File: src/rtl/fpu_pkg.sv
// Shared FPU core package: opcode width and the execution arbiter FSM states.
package fpu_pkg;

    localparam int OPC_W = 6;

    typedef enum logic [1:0] {
        ST_IDLE  = 2'd0,
        ST_START = 2'd1,
        ST_WAIT  = 2'd2,
        ST_RESP  = 2'd3
    } fpu_arb_state_e;

endpackage

File: src/rtl/rr_arbiter2.sv
// Two-way round-robin pick: on a tie the requester that did not win last time goes first.
module rr_arbiter2 (
    input  logic [1:0] req,
    input  logic       last,
    output logic [1:0] grant_onehot,
    output logic       grant_idx
);

    // Combinational winner selection.
    always_comb begin
        grant_onehot = 2'b00;
        grant_idx    = 1'b0;
        case (req)
            2'b01: begin
                grant_onehot = 2'b01;
                grant_idx    = 1'b0;
            end
            2'b10: begin
                grant_onehot = 2'b10;
                grant_idx    = 1'b1;
            end
            2'b11: begin
                grant_idx    = ~last;
                grant_onehot = last ? 2'b01 : 2'b10;
            end
            default: ;
        endcase
    end

endmodule

File: src/rtl/fpu_exec_arbiter.sv
// Shares one FPU execution element between two requesters.
// State | meaning
// IDLE  | waiting for a request, req_ready follows the arbitration winner
// START | one cycle with elem_start high to reset/launch the element
// WAIT  | counting cycles until elem_completed or timeout
// RESP  | result presented until the consumer takes it
module fpu_exec_arbiter
    import fpu_pkg::*;
#(
    parameter int TIMEOUT = 64,
    parameter int TAG_W   = 4
) (
    input  logic                        clk,
    input  logic                        reset,
    input  logic [1:0]                  req_valid,
    output logic [1:0]                  req_ready,
    input  logic [1:0][OPC_W-1:0]       req_inst_num,
    input  logic [1:0][31:0]            req_fs,
    input  logic [1:0][31:0]            req_ft,
    input  logic [1:0][TAG_W-1:0]       req_tag,
    output logic                        elem_start,
    output logic [OPC_W-1:0]            elem_inst_num,
    output logic [31:0]                 elem_fs,
    output logic [31:0]                 elem_ft,
    input  logic                        elem_completed,
    input  logic [31:0]                 elem_out,
    output logic                        resp_valid,
    input  logic                        resp_ready,
    output logic                        resp_id,
    output logic [TAG_W-1:0]            resp_tag,
    output logic [31:0]                 resp_data,
    output logic                        resp_err,
    output logic                        busy
);

    // One spare bit so the counter can never wrap before the timeout compare fires.
    localparam int               CNT_W    = $clog2(TIMEOUT) + 1;
    localparam logic [CNT_W-1:0] CNT_LAST = CNT_W'(TIMEOUT - 1);

    fpu_arb_state_e     state_q, state_d;
    logic               last_q, last_d;
    logic [CNT_W-1:0]   cnt_q, cnt_d;
    logic               id_q, id_d;
    logic [TAG_W-1:0]   tag_q, tag_d;
    logic [OPC_W-1:0]   inst_q, inst_d;
    logic [31:0]        fs_q, fs_d;
    logic [31:0]        ft_q, ft_d;
    logic [31:0]        data_q, data_d;
    logic               err_q, err_d;

    logic [1:0]         grant_onehot;
    logic               grant_idx;
    logic               accept;
    logic               timeout_hit;

    rr_arbiter2 u_rr (
        .req          (req_valid),
        .last         (last_q),
        .grant_onehot (grant_onehot),
        .grant_idx    (grant_idx)
    );

    assign accept      = |(req_valid & req_ready);
    assign timeout_hit = (cnt_q == CNT_LAST);

    // State register.
    always_ff @(posedge clk or posedge reset) begin
        if (reset) state_q <= ST_IDLE;
        else       state_q <= state_d;
    end

    // Next-state logic; completion is ignored in START because it may be stale.
    always_comb begin
        state_d = state_q;
        case (state_q)
            ST_IDLE:  if (accept) state_d = ST_START;
            ST_START: state_d = ST_WAIT;
            ST_WAIT:  if (elem_completed || timeout_hit) state_d = ST_RESP;
            ST_RESP:  if (resp_ready) state_d = ST_IDLE;
            default:  state_d = ST_IDLE;
        endcase
    end

    // FSM outputs, all decoded from the registered state.
    always_comb begin
        req_ready  = (state_q == ST_IDLE) ? grant_onehot : 2'b00;
        elem_start = (state_q == ST_START);
        resp_valid = (state_q == ST_RESP);
        busy       = (state_q != ST_IDLE);
    end

    // Datapath next values: capture on acceptance, result capture when WAIT ends.
    always_comb begin
        last_d = last_q;
        id_d   = id_q;
        tag_d  = tag_q;
        inst_d = inst_q;
        fs_d   = fs_q;
        ft_d   = ft_q;
        data_d = data_q;
        err_d  = err_q;
        cnt_d  = '0;
        if (accept) begin
            last_d = grant_idx;
            id_d   = grant_idx;
            tag_d  = req_tag[grant_idx];
            inst_d = req_inst_num[grant_idx];
            fs_d   = req_fs[grant_idx];
            ft_d   = req_ft[grant_idx];
        end
        if (state_q == ST_WAIT) begin
            cnt_d = cnt_q + CNT_W'(1);
            if (elem_completed) begin
                data_d = elem_out;
                err_d  = 1'b0;
            end else if (timeout_hit) begin
                data_d = '0;
                err_d  = 1'b1;
            end
        end
    end

    // Datapath registers; last grant resets to 1 so requester 0 wins the first tie.
    always_ff @(posedge clk or posedge reset) begin
        if (reset) begin
            last_q <= 1'b1;
            cnt_q  <= '0;
            id_q   <= 1'b0;
            tag_q  <= '0;
            inst_q <= '0;
            fs_q   <= '0;
            ft_q   <= '0;
            data_q <= '0;
            err_q  <= 1'b0;
        end else begin
            last_q <= last_d;
            cnt_q  <= cnt_d;
            id_q   <= id_d;
            tag_q  <= tag_d;
            inst_q <= inst_d;
            fs_q   <= fs_d;
            ft_q   <= ft_d;
            data_q <= data_d;
            err_q  <= err_d;
        end
    end

    assign elem_inst_num = inst_q;
    assign elem_fs       = fs_q;
    assign elem_ft       = ft_q;
    assign resp_id       = id_q;
    assign resp_tag      = tag_q;
    assign resp_data     = data_q;
    assign resp_err      = err_q;

endmodule

File: config.mk
export PLATFORM = sky130hd
export DESIGN_NAME = fpu_exec_arbiter
export DESIGN_NICKNAME = d
export VERILOG_FILES = /design/src/rtl/fpu_pkg.sv /design/src/rtl/rr_arbiter2.sv /design/src/rtl/fpu_exec_arbiter.sv
export SDC_FILE = /design/constraint.sdc
export NUM_CORES = 1
export LEC_CHECK = 0
export ABC_AREA = 1
export BUFFER_PORTS_ARGS = -buffer_cell sky130_fd_sc_hd__buf_2
export CAP_MARGIN = 20
export CORE_MARGIN = 2
export CORE_UTILIZATION = 30
export DETAILED_ROUTE_END_ITERATION = 8
export PLACE_DENSITY_LB_ADDON = 0.3
export SYNTH_ARGS = -nofsm -noshare
export SYNTH_HDL_FRONTEND = slang
export SYNTH_SLANG_ARGS = --single-unit
File: constraint.sdc
create_clock -name clk -period 10.2 [get_ports clk]
set_input_delay 0.51 -clock clk [delete_from_list [all_inputs] [get_ports clk]]
set_output_delay 0.51 -clock clk [all_outputs]
set_load 0.03 [all_outputs]
# After elaboration in Yosys (flattened, before gate mapping)
# Index checks and enable logic that the tools add are counted.
# word_totals
ff_bits	118
output_inout_bits	113
# op_classes
addsub	1
n_lt_le_gt_ge	1
n_eq_ne	10
n_mux	21
n_bitwise	2
n_reduce_logical	7
# op_table
op	n
32-bit 2-to-1 mux	6
6-bit 2-to-1 mux	2
2-bit 2-to-1 mux	5
2-bit == test, second input constant	4
4-bit 2-to-1 mux	2
2-bit one-hot mux with 4 select lines	1
7-bit by 1-bit adder with 7-bit output, second input constant	1
7-bit by 6-bit == test with 1-bit output, second input constant	1
7-bit 2-to-1 mux	1
2-bit one-hot mux with 3 select lines	1
2-bit by 1-bit == test with 1-bit output, second input constant	2
2-bit != test, second input constant	2
2-bit nonzero test	2
3-bit AND reduction	1
2-bit bitwise AND	1
2-bit zero test	1
1-bit by 2-bit less-than comparator with 1-bit output, second input constant	1
1-bit 2-to-1 mux	2
2-bit by 1-bit != test with 1-bit output, second input constant	1
1-bit one-hot mux with 2 select lines	1
2-bit AND reduction	1
2-bit OR reduction	1
1-bit logical OR	1
1-bit inverter	1

# Depth between registers and ports, before layout
# Gate-level depths: netlist (run 1).
# depth
ltp_word	7
mapped_depth	9
mapped_depth_nobuf	8

# Cells and area by module
# Synthesis (run 1) repeated with hierarchy kept, for this count alone.
# hier_totals
cells_unflattened	542
area_unflattened_um2	5275.1
# modules_own_cells
module	n_inst	cells_each	area_each_um2	seq_area_each_um2
fpu_exec_arbiter	1	536	5250.0	2954.1
rr_arbiter2	1	6	25.0	0.0

# Worst setup path after synthesis (run 1)
# No wires, ideal clock.
# synth_path
path_type	register to output
startpoint	register state_q[0]
endpoint	output req_ready[0]
arrival_ps	1531
required_time_ps	9690
setup_slack_ps	8159
stages_incl_launch_ff	5
path_cell_list	dfrtp_1 > inv_1 > ha_1 > inv_2 > a211oi_1
# synth_via
elab_chain_cells	2
# synth_rtl
item	line	rtl
from (decl)	fpu_exec_arbiter.sv:40	fpu_arb_state_e state_q, state_d;
from (signal assigned)	fpu_exec_arbiter.sv:69	else state_q <= state_d;
2-bit zero test	fpu_exec_arbiter.sv:86	req_ready = (state_q == ST_IDLE) ? grant_onehot : 2'b00;
2-bit 2-to-1 mux	fpu_exec_arbiter.sv:86	
to (decl)	fpu_exec_arbiter.sv:16	output logic [1:0] req_ready,
# Every way passes these cells.

# Worst setup path after layout (run 1)
# layout_path
startpoint	register last_q
endpoint	output req_ready[1]
# layout_via
elab_chain_cells	3
# layout_rtl
item	line	rtl
from (decl)	fpu_exec_arbiter.sv:41	logic last_q, last_d;
from (signal assigned)	fpu_exec_arbiter.sv:136	last_q <= last_d;
2-bit 2-to-1 mux	rr_arbiter2.sv:24	grant_onehot = last ? 2'b01 : 2'b10;
2-bit one-hot mux with 3 select lines	rr_arbiter2.sv:13	case (req)
2-bit 2-to-1 mux	fpu_exec_arbiter.sv:86	
# Every way passes these cells.

==> results of run 1 <==
-- sequential cells by signal, summed over array words and instances, names as in the netlist --
register       flops
cnt_q              7
elem_fs           32
elem_ft           32
elem_inst_num      6
last_q             1
resp_data         32
resp_err           1
resp_id            1
resp_tag           4
state_q            2
-- cell type report --
| cell class | count | area, um2 | area share [%] |
|---|---|---|---|
| Timing Repair Buffer | 303 | 1540 | 21.0 |
| Multi-Input combinational cell | 443 | 1970 | 26.8 |
| Clock inverter | 10 | 105 | 1.43 |
| Clock buffer | 22 | 454 | 6.18 |
| Inverter | 13 | 51.3 | 0.698 |
| Tap cell | 220 | 275 | 3.74 |
| Sequential cell | 118 | 2950 | 40.2 |
-- synth_stat cells (2+ instances only) --
library cell,number,share of area (%)
sky130_fd_sc_hd__inv_2,2,0.15
sky130_fd_sc_hd__o21ai_0,5,0.49
sky130_fd_sc_hd__nand3_1,6,0.58
sky130_fd_sc_hd__buf_2,24,2.3
sky130_fd_sc_hd__buf_4,4,0.58
sky130_fd_sc_hd__nand2_1,257,19
sky130_fd_sc_hd__a31oi_1,74,9.0
sky130_fd_sc_hd__ha_1,6,1.5
sky130_fd_sc_hd__nor2_1,81,5.9
sky130_fd_sc_hd__buf_1,3,0.22
sky130_fd_sc_hd__a21oi_1,6,0.58
sky130_fd_sc_hd__dfrtp_1,117,57
sky130_fd_sc_hd__clkbuf_1,8,0.58
sky130_fd_sc_hd__inv_1,11,0.80
-- worst max path at each step --
stage                  from           end  slack, ns  cells after the start
2_1_floorplan         reset      cnt_q[0]       6.56                      1
3_3_place_gp     state_q[0]    elem_fs[4]       7.25                      6
3_5_place_dp   req_valid[1]    elem_fs[1]       7.71                      5
4_1_cts              last_q  req_ready[1]       7.51                      5
5_1_grt              last_q  req_ready[1]       7.42                      5
6_report             last_q  req_ready[1]       7.57                      5
-- metrics by stage --
stage               hold slack, ns  setup slack (ns)
floorplan                    0.428              6.56
finish                       0.224              7.57
global route                 0.273              7.42
detailed placement           0.455              7.71
CTS                          0.246              7.51
global placement             0.450              7.25
-- critical path: cells and delay by family, from the launching register on --
family / cells / cell delay [ns]
buffers and inverters: 3 / 0.97
DFF: 1 / 0.55
AOI/OAI and AO/OA: 1 / 0.11
and+or+nand+nor: 1 / 0.07
-- metal layers --
| layer | track usage, % | part of all wire, % |
|---|---|---|
| met1 | 20.7 | 43 |
| met2 | 26.9 | 46 |
| met3 | 6.49 | 9.7 |
| met4 | 5.20 | 1.4 |
| met5 | 0 | 0 |
-- where the power goes --
group | internal (mW) | leakage [nW] | total, mW | switching [mW]
Combinational | 0.356 | 2.21 | 1.22 | 0.862
Clock | 0.363 | 0.273 | 0.569 | 0.206
Sequential | 0.693 | 1.38 | 0.805 | 0.112
-- logic make-up (layout without fill, tap and decap cells) --
group | count (synthesis) | after routing | synth area share [%]
flops | 118 | 118 | 57.4
simple gates | 347 | 347 | 25.6
compound gates | 90 | 90 | 10.8
buf+inv | 52 | 348 | 4.67
fa+ha+maj | 6 | 6 | 1.46
==> results.yml, run 1 <==
worst_setup_path:
  cp_slowest_stage_delay_ns: 0.67
  reg2reg_depth: 6
  startpoint_type: "flip-flop"
  reg_to_reg_startpoint: "state_q[1]"
  worstSetupPathType: "flip-flop to output pin"
  timing.reg2reg.setup_slack_ns: 7.89
  timing.critical_path.required_ns: 9.69
  critical_path_arrival_ns: 2.12
  path_cells: "inv_1 -> o21ai_4 -> buf_4 -> nor2_1 -> buf_2"
  r2r_end: "resp_tag[1]"
  timing.critical_path.fanout_max: 77
  type_of_element_capturing_the_critical_path: "output pin"
  cell_type_of_the_slowest_stage_on_the_worst_timing_path: "sky130_fd_sc_hd__buf_4"
cts:
  total_cts_buffers: 17
  tritoncts: "built"
  clock-sinks: 118
  postCtsResizedCells: 0
  cts-root-to-sink-buffers: 2
  htree_levels: 4
  worstSkewPairLatency_ns: 0.41
  postCtsSetupRepairBufs: 0
  worst_setup_hold_path_clk_slew_ns: 0.05
  holdBufCountCts: 0
  cts-root-buf: "sky130_fd_sc_hd__clkbuf_16"
power_and_ir_drop:
  leakage_nw: 3.86
  power_density_nw_per_um2: 353
  peakVddDrop_mv: 0.134
  overall_power_mw: 2.59
finish:
  drive_above_1_share_pct: 37.4
  final_net_count: 1088
  cell_area_after_layout_um2: 7350
  area_growth_pct: 43.0
  mostFrequentLayoutCells: "sky130_fd_sc_hd__buf_2, sky130_fd_sc_hd__nand2_1, sky130_fd_sc_hd__dfrtp_1, sky130_fd_sc_hd__nor2_1, sky130_fd_sc_hd__a31oi_1"
  final.fill_count: 1667
  final_common_cell: "sky130_fd_sc_hd__buf_2"
  fin_util_pct: 44.2
  stdcell_count: 1129
  antenna_cells_inserted: 0
floorplanning:
  dieWidth_um: 135
  start_util_pct: 30.9
  ioPinCount: 299
  design.die.area_um2: 18200
  placement_rows: 47
  fp.dieH_um: 135
  core_um2: 16600
grt:
  antenna_found_initial: 1
  grt.overflow.total: 0
  largest_net_degree_at_the_start_of_global_routing: 96
  via_count_of_the_first_global_routing_pass: 4706
  grt_first_pass_wirelength_mm: 23.8
  grt_usage_pct: 16.7
placement:
  post_dp_cell_area_um2: 6790
  numPortBuffers: 298
  detailedPlacementHpwl_mm: 11.1
  gp_congestion: 0.761
  dpl.cell_count: 1097
routing:
  wire_per_inst_um: 14.0
  detail-route-antenna-nets: 0
  totalWireLength_mm: 15.8
  first_pass_iters: 4
  drc_errors: 0
  drt_iter0_markers: 138
  via_count: 5144
  route.detailed.vias_per_inst: 4.56
synthesis:
  mappedNetlistArea_um2: 5140
  synth-main-ff-cell: "sky130_fd_sc_hd__dfrtp_1"
  synth.yosys.seq_area_share_pct: 57.4
  postSynthRegisterBits: 118
  ys_async_sr_fraction_pct: 100
  syn_area_per_cell_um2: 8.39
  postSynthNetCount: 805
  synth_enable_flop_cells: 0
  synth_cell_type_count: 23
  netlist_instances: 613
  synth.yosys.warnings: 0
sta:
  worst_slew_margin_rel_pct: 32.7
  finClkSkew_ns: 0.00967
  setup_viol: 0
  timing_max_transition_violations_final: 0
  tightestPinTransition_ns: 1.01
  max_clock_freq_mhz: 381
  rsz0062_at_grt: "no"
  final_worst_path_cycle_share_pct: 25.7
  setup-tns-final_ns: 0
  final-hold-violation-count: 0
  final.min_clock_period_ns: 2.63
job:
  max_cap_viol_count: 0
outcome:
  status: "completed"
hold_path:
  worst_hold_path_type: "input pin to async pin"
Note: power is estimated with default switching activity, not from simulation.
==> run 2: changes to the inputs <==
--- a/config.mk
+++ b/config.mk
@@ -5,7 +5,7 @@
 export SDC_FILE = /design/constraint.sdc
 export NUM_CORES = 1
 export LEC_CHECK = 0
-export ABC_AREA = 1
+export ABC_AREA = 0
 export BUFFER_PORTS_ARGS = -buffer_cell sky130_fd_sc_hd__buf_2
 export CAP_MARGIN = 20
 export CORE_MARGIN = 2
==> constraint.sdc (replaced) <==
create_clock -name clk -period 2.4 [get_ports clk]
set_input_delay 0.12 -clock clk [delete_from_list [all_inputs] [get_ports clk]]
set_output_delay 0.12 -clock clk [all_outputs]
set_load 0.03 [all_outputs]
==> results.yml, run 2 <==
power_and_ir_drop:
  internal_power_mw: 6.34
  peakVddDrop_mv: 0.752
  power_switching_share_pct: 43.6
  p_sw_mw: 4.90
  power_density_nw_per_um2: 1260
  clkPwrFrac_pct: 22.9
  leakage_nw: 4.43
  power_frac_seq_pct: 30.0
  power.combinational.fraction_pct: 47.1
worst_setup_path:
  r2r_end: "elem_fs[3]"
  timing.critical_path.from: "req_valid[0]"
  worstSetupPathType: "input pin to flip-flop"
  startpoint_type: "input pin"
  critPathCapture: "elem_fs[3]"
  cp_slowest_stage_delay_ns: 0.58
  cell_type_of_the_slowest_stage_on_the_worst_timing_path: "sky130_fd_sc_hd__dlygate4sd3_1"
  path_cells: "dlygate4sd3_1 -> buf_2 -> a21boi_4 -> buf_4 -> mux2i_1 -> dlygate4sd3_1 -> o21ai_1"
  reg_to_reg_startpoint: "last_q"
  reg2reg_depth: 5
  type_of_element_capturing_the_critical_path: "flip-flop"
  critical_path_arrival_ns: 2.36
  timing.critical_path.required_ns: 2.68
  path_common_cell: "sky130_fd_sc_hd__dlygate4sd3_1"
  timing.reg2reg.setup_slack_ns: 0.35
  timing.critical_path.fanout_max: 23
synthesis:
  yosysMostFrequentCell: "sky130_fd_sc_hd__dfrtp_1"
  synth.yosys.warnings: 0
  synth_enable_flop_cells: 0
  netlist_instances: 533
  synth_commonest_cells: "sky130_fd_sc_hd__dfrtp_1, sky130_fd_sc_hd__nand2_1, sky130_fd_sc_hd__mux2i_1"
  synth.yosys.seq_area_share_pct: 54.0
  postSynthRegisterBits: 118
  area_share_of_the_leading_cell_type_in_the_synthesized_netlist_pct: 53.5
  syn_area_per_cell_um2: 10.3
  synth_cell_type_count: 38
  mappedNetlistArea_um2: 5470
  synth_largest_area_cell: "sky130_fd_sc_hd__dfrtp_1"
  postSynthNetCount: 725
  ys_async_sr_fraction_pct: 100
  netlist_top_cells_area: "sky130_fd_sc_hd__dfrtp_1, sky130_fd_sc_hd__mux2i_1, sky130_fd_sc_hd__nand2_1, sky130_fd_sc_hd__o21ai_0, sky130_fd_sc_hd__o21ai_1"
  synth-main-ff-cell: "sky130_fd_sc_hd__dfrtp_1"
cts:
  worst_setup_hold_path_clk_slew_ns: 0.06
  worstSkewPairLatency_ns: 0.41
  total_cts_buffers: 17
  clock-sinks: 118
  htree_levels: 4
  postCtsSetupRepairBufs: 0
  cts-root-to-sink-buffers: 2
  cts-root-buf: "sky130_fd_sc_hd__clkbuf_16"
  tritoncts: "built"
  holdBufCountCts: 115
  postCtsResizedCells: 0
floorplanning:
  start_util_pct: 30.6
  placement_rows: 49
  ioPinCount: 299
  core_um2: 17900
  fp.dieH_um: 139
  dieWidth_um: 139
  design.die.area_um2: 19300
job:
  max_cap_viol_count: 0
finish:
  final_common_cell: "sky130_fd_sc_hd__buf_2"
  antenna_cells_inserted: 0
  final_net_count: 1129
  drive_above_1_share_pct: 36.1
  area_growth_pct: 63.0
  mostFrequentLayoutCells: "sky130_fd_sc_hd__buf_2, sky130_fd_sc_hd__dfrtp_1, sky130_fd_sc_hd__dlygate4sd3_1, sky130_fd_sc_hd__nand2_1, sky130_fd_sc_hd__mux2i_1"
  cell_area_after_layout_um2: 8920
routing:
  detail-route-antenna-nets: 0
  drt_iter0_markers: 172
  drc_errors: 0
  wire_per_inst_um: 14.5
  totalWireLength_mm: 17.1
  via_count: 5384
  first_pass_iters: 4
  route.detailed.vias_per_inst: 4.57
grt:
  via_count_of_the_first_global_routing_pass: 5395
  largest_net_degree_at_the_start_of_global_routing: 119
  antenna_found_initial: 0
  grt_first_pass_wirelength_mm: 27.5
  grt.overflow.total: 0
  grt_usage_pct: 17.7
sta:
  whs_ns: 0.0116
  setup-tns-final_ns: 0
  final_worst_path_cycle_share_pct: 86.6
  rsz0062_at_grt: "no"
  worst_slew_margin_rel_pct: 56.9
  final-hold-violation-count: 0
  final.min_clock_period_ns: 2.08
  max_clock_freq_mhz: 481
  finClkSkew_ns: 0.0141
  setup_viol: 0
  tightestPinTransition_ns: 0.646
  timing_max_transition_violations_final: 0
placement:
  post_dp_cell_area_um2: 7170
  gp_congestion: 0.720
  numPortBuffers: 298
  detailedPlacementHpwl_mm: 11.2
hold_path:
  worst_hold_path_type: "input pin to flip-flop"
outcome:
  status: "completed"
-- run 2: layout make-up --
cell class	instances	area, um2
well taps	229	287
inverters	7	30.0
clock buffers	20	447
multi-input cells	370	2280
repair buffers	423	2770
fillers	1668	8980
flip-flops and latches	118	2950
clock inverters	12	154
-- run 2: how the worst min path moves through the flow --
stage	slack, ns	endpoint	depth (start not counted)	from
final	0.01	resp_tag[3]	3	req_tag[7]
after global routing	0.02	elem_inst_num[5]	3	req_inst_num[11]
after CTS	0.0002	elem_ft[13]	3	req_ft[13]
after detailed placement	0.35	resp_data[9]	3	elem_out[9]
after global placement	0.34	resp_data[24]	3	elem_out[24]
after floorplan	0.18	last_q	1	req_valid[0]
-- run 2: metal layers --
metal / track usage (%) / part of all wire, % / up-vias
met2: 29.4 / 49 / 213
met1: 21.8 / 43 / 2465
met3: 5.32 / 6.6 / 26
met5: 0 / 0 / -
met4: 6.38 / 2.1 / 0
li1: - / - / 2680
-- run 2: through the flow --
step | setup WS, ns | power [mW] | utilization (%) | std cells
after global placement | 0.736 | 8.42 | 40.0 | 1032
after detailed placement | 0.680 | 8.52 | 40.0 | 1032
after floorplan | 0.812 | 6.96 | - | 533
final | 0.323 | 11.2 | 49.8 | 1179
after CTS | 0.387 | 11.4 | 49.8 | 1179
after global routing | 0.228 | 12.0 | 49.8 | 1179
-- run 2: cell families after synthesis --
kind of cell / Yosys count / share of synthesized area (%)
xor+xnor: 3 / 0.480
flops: 118 / 54.0
buf+inv: 45 / 4.60
mux: 74 / 13.5
simple gates: 132 / 9.86
fa+ha+maj: 6 / 1.37
compound gates: 155 / 16.1
-- run 2: critical path: cells and delay by family --
kind | cells | cell delay (ns)
multiplexers | 1 | 0.29
buffers and inverters | 4 | 1.68
AO/OA/AOI/OAI | 2 | 0.25
-- run 2: power groups by stage --
stage	clock, mW	sequential [mW]	combinational (mW)
CTS	2.65	3.38	5.33
floorplan	0	5.03	1.93
detailed placement	0	3.39	5.12
global route	2.74	3.50	5.76
global placement	0	3.36	5.06
finish	2.57	3.38	5.29
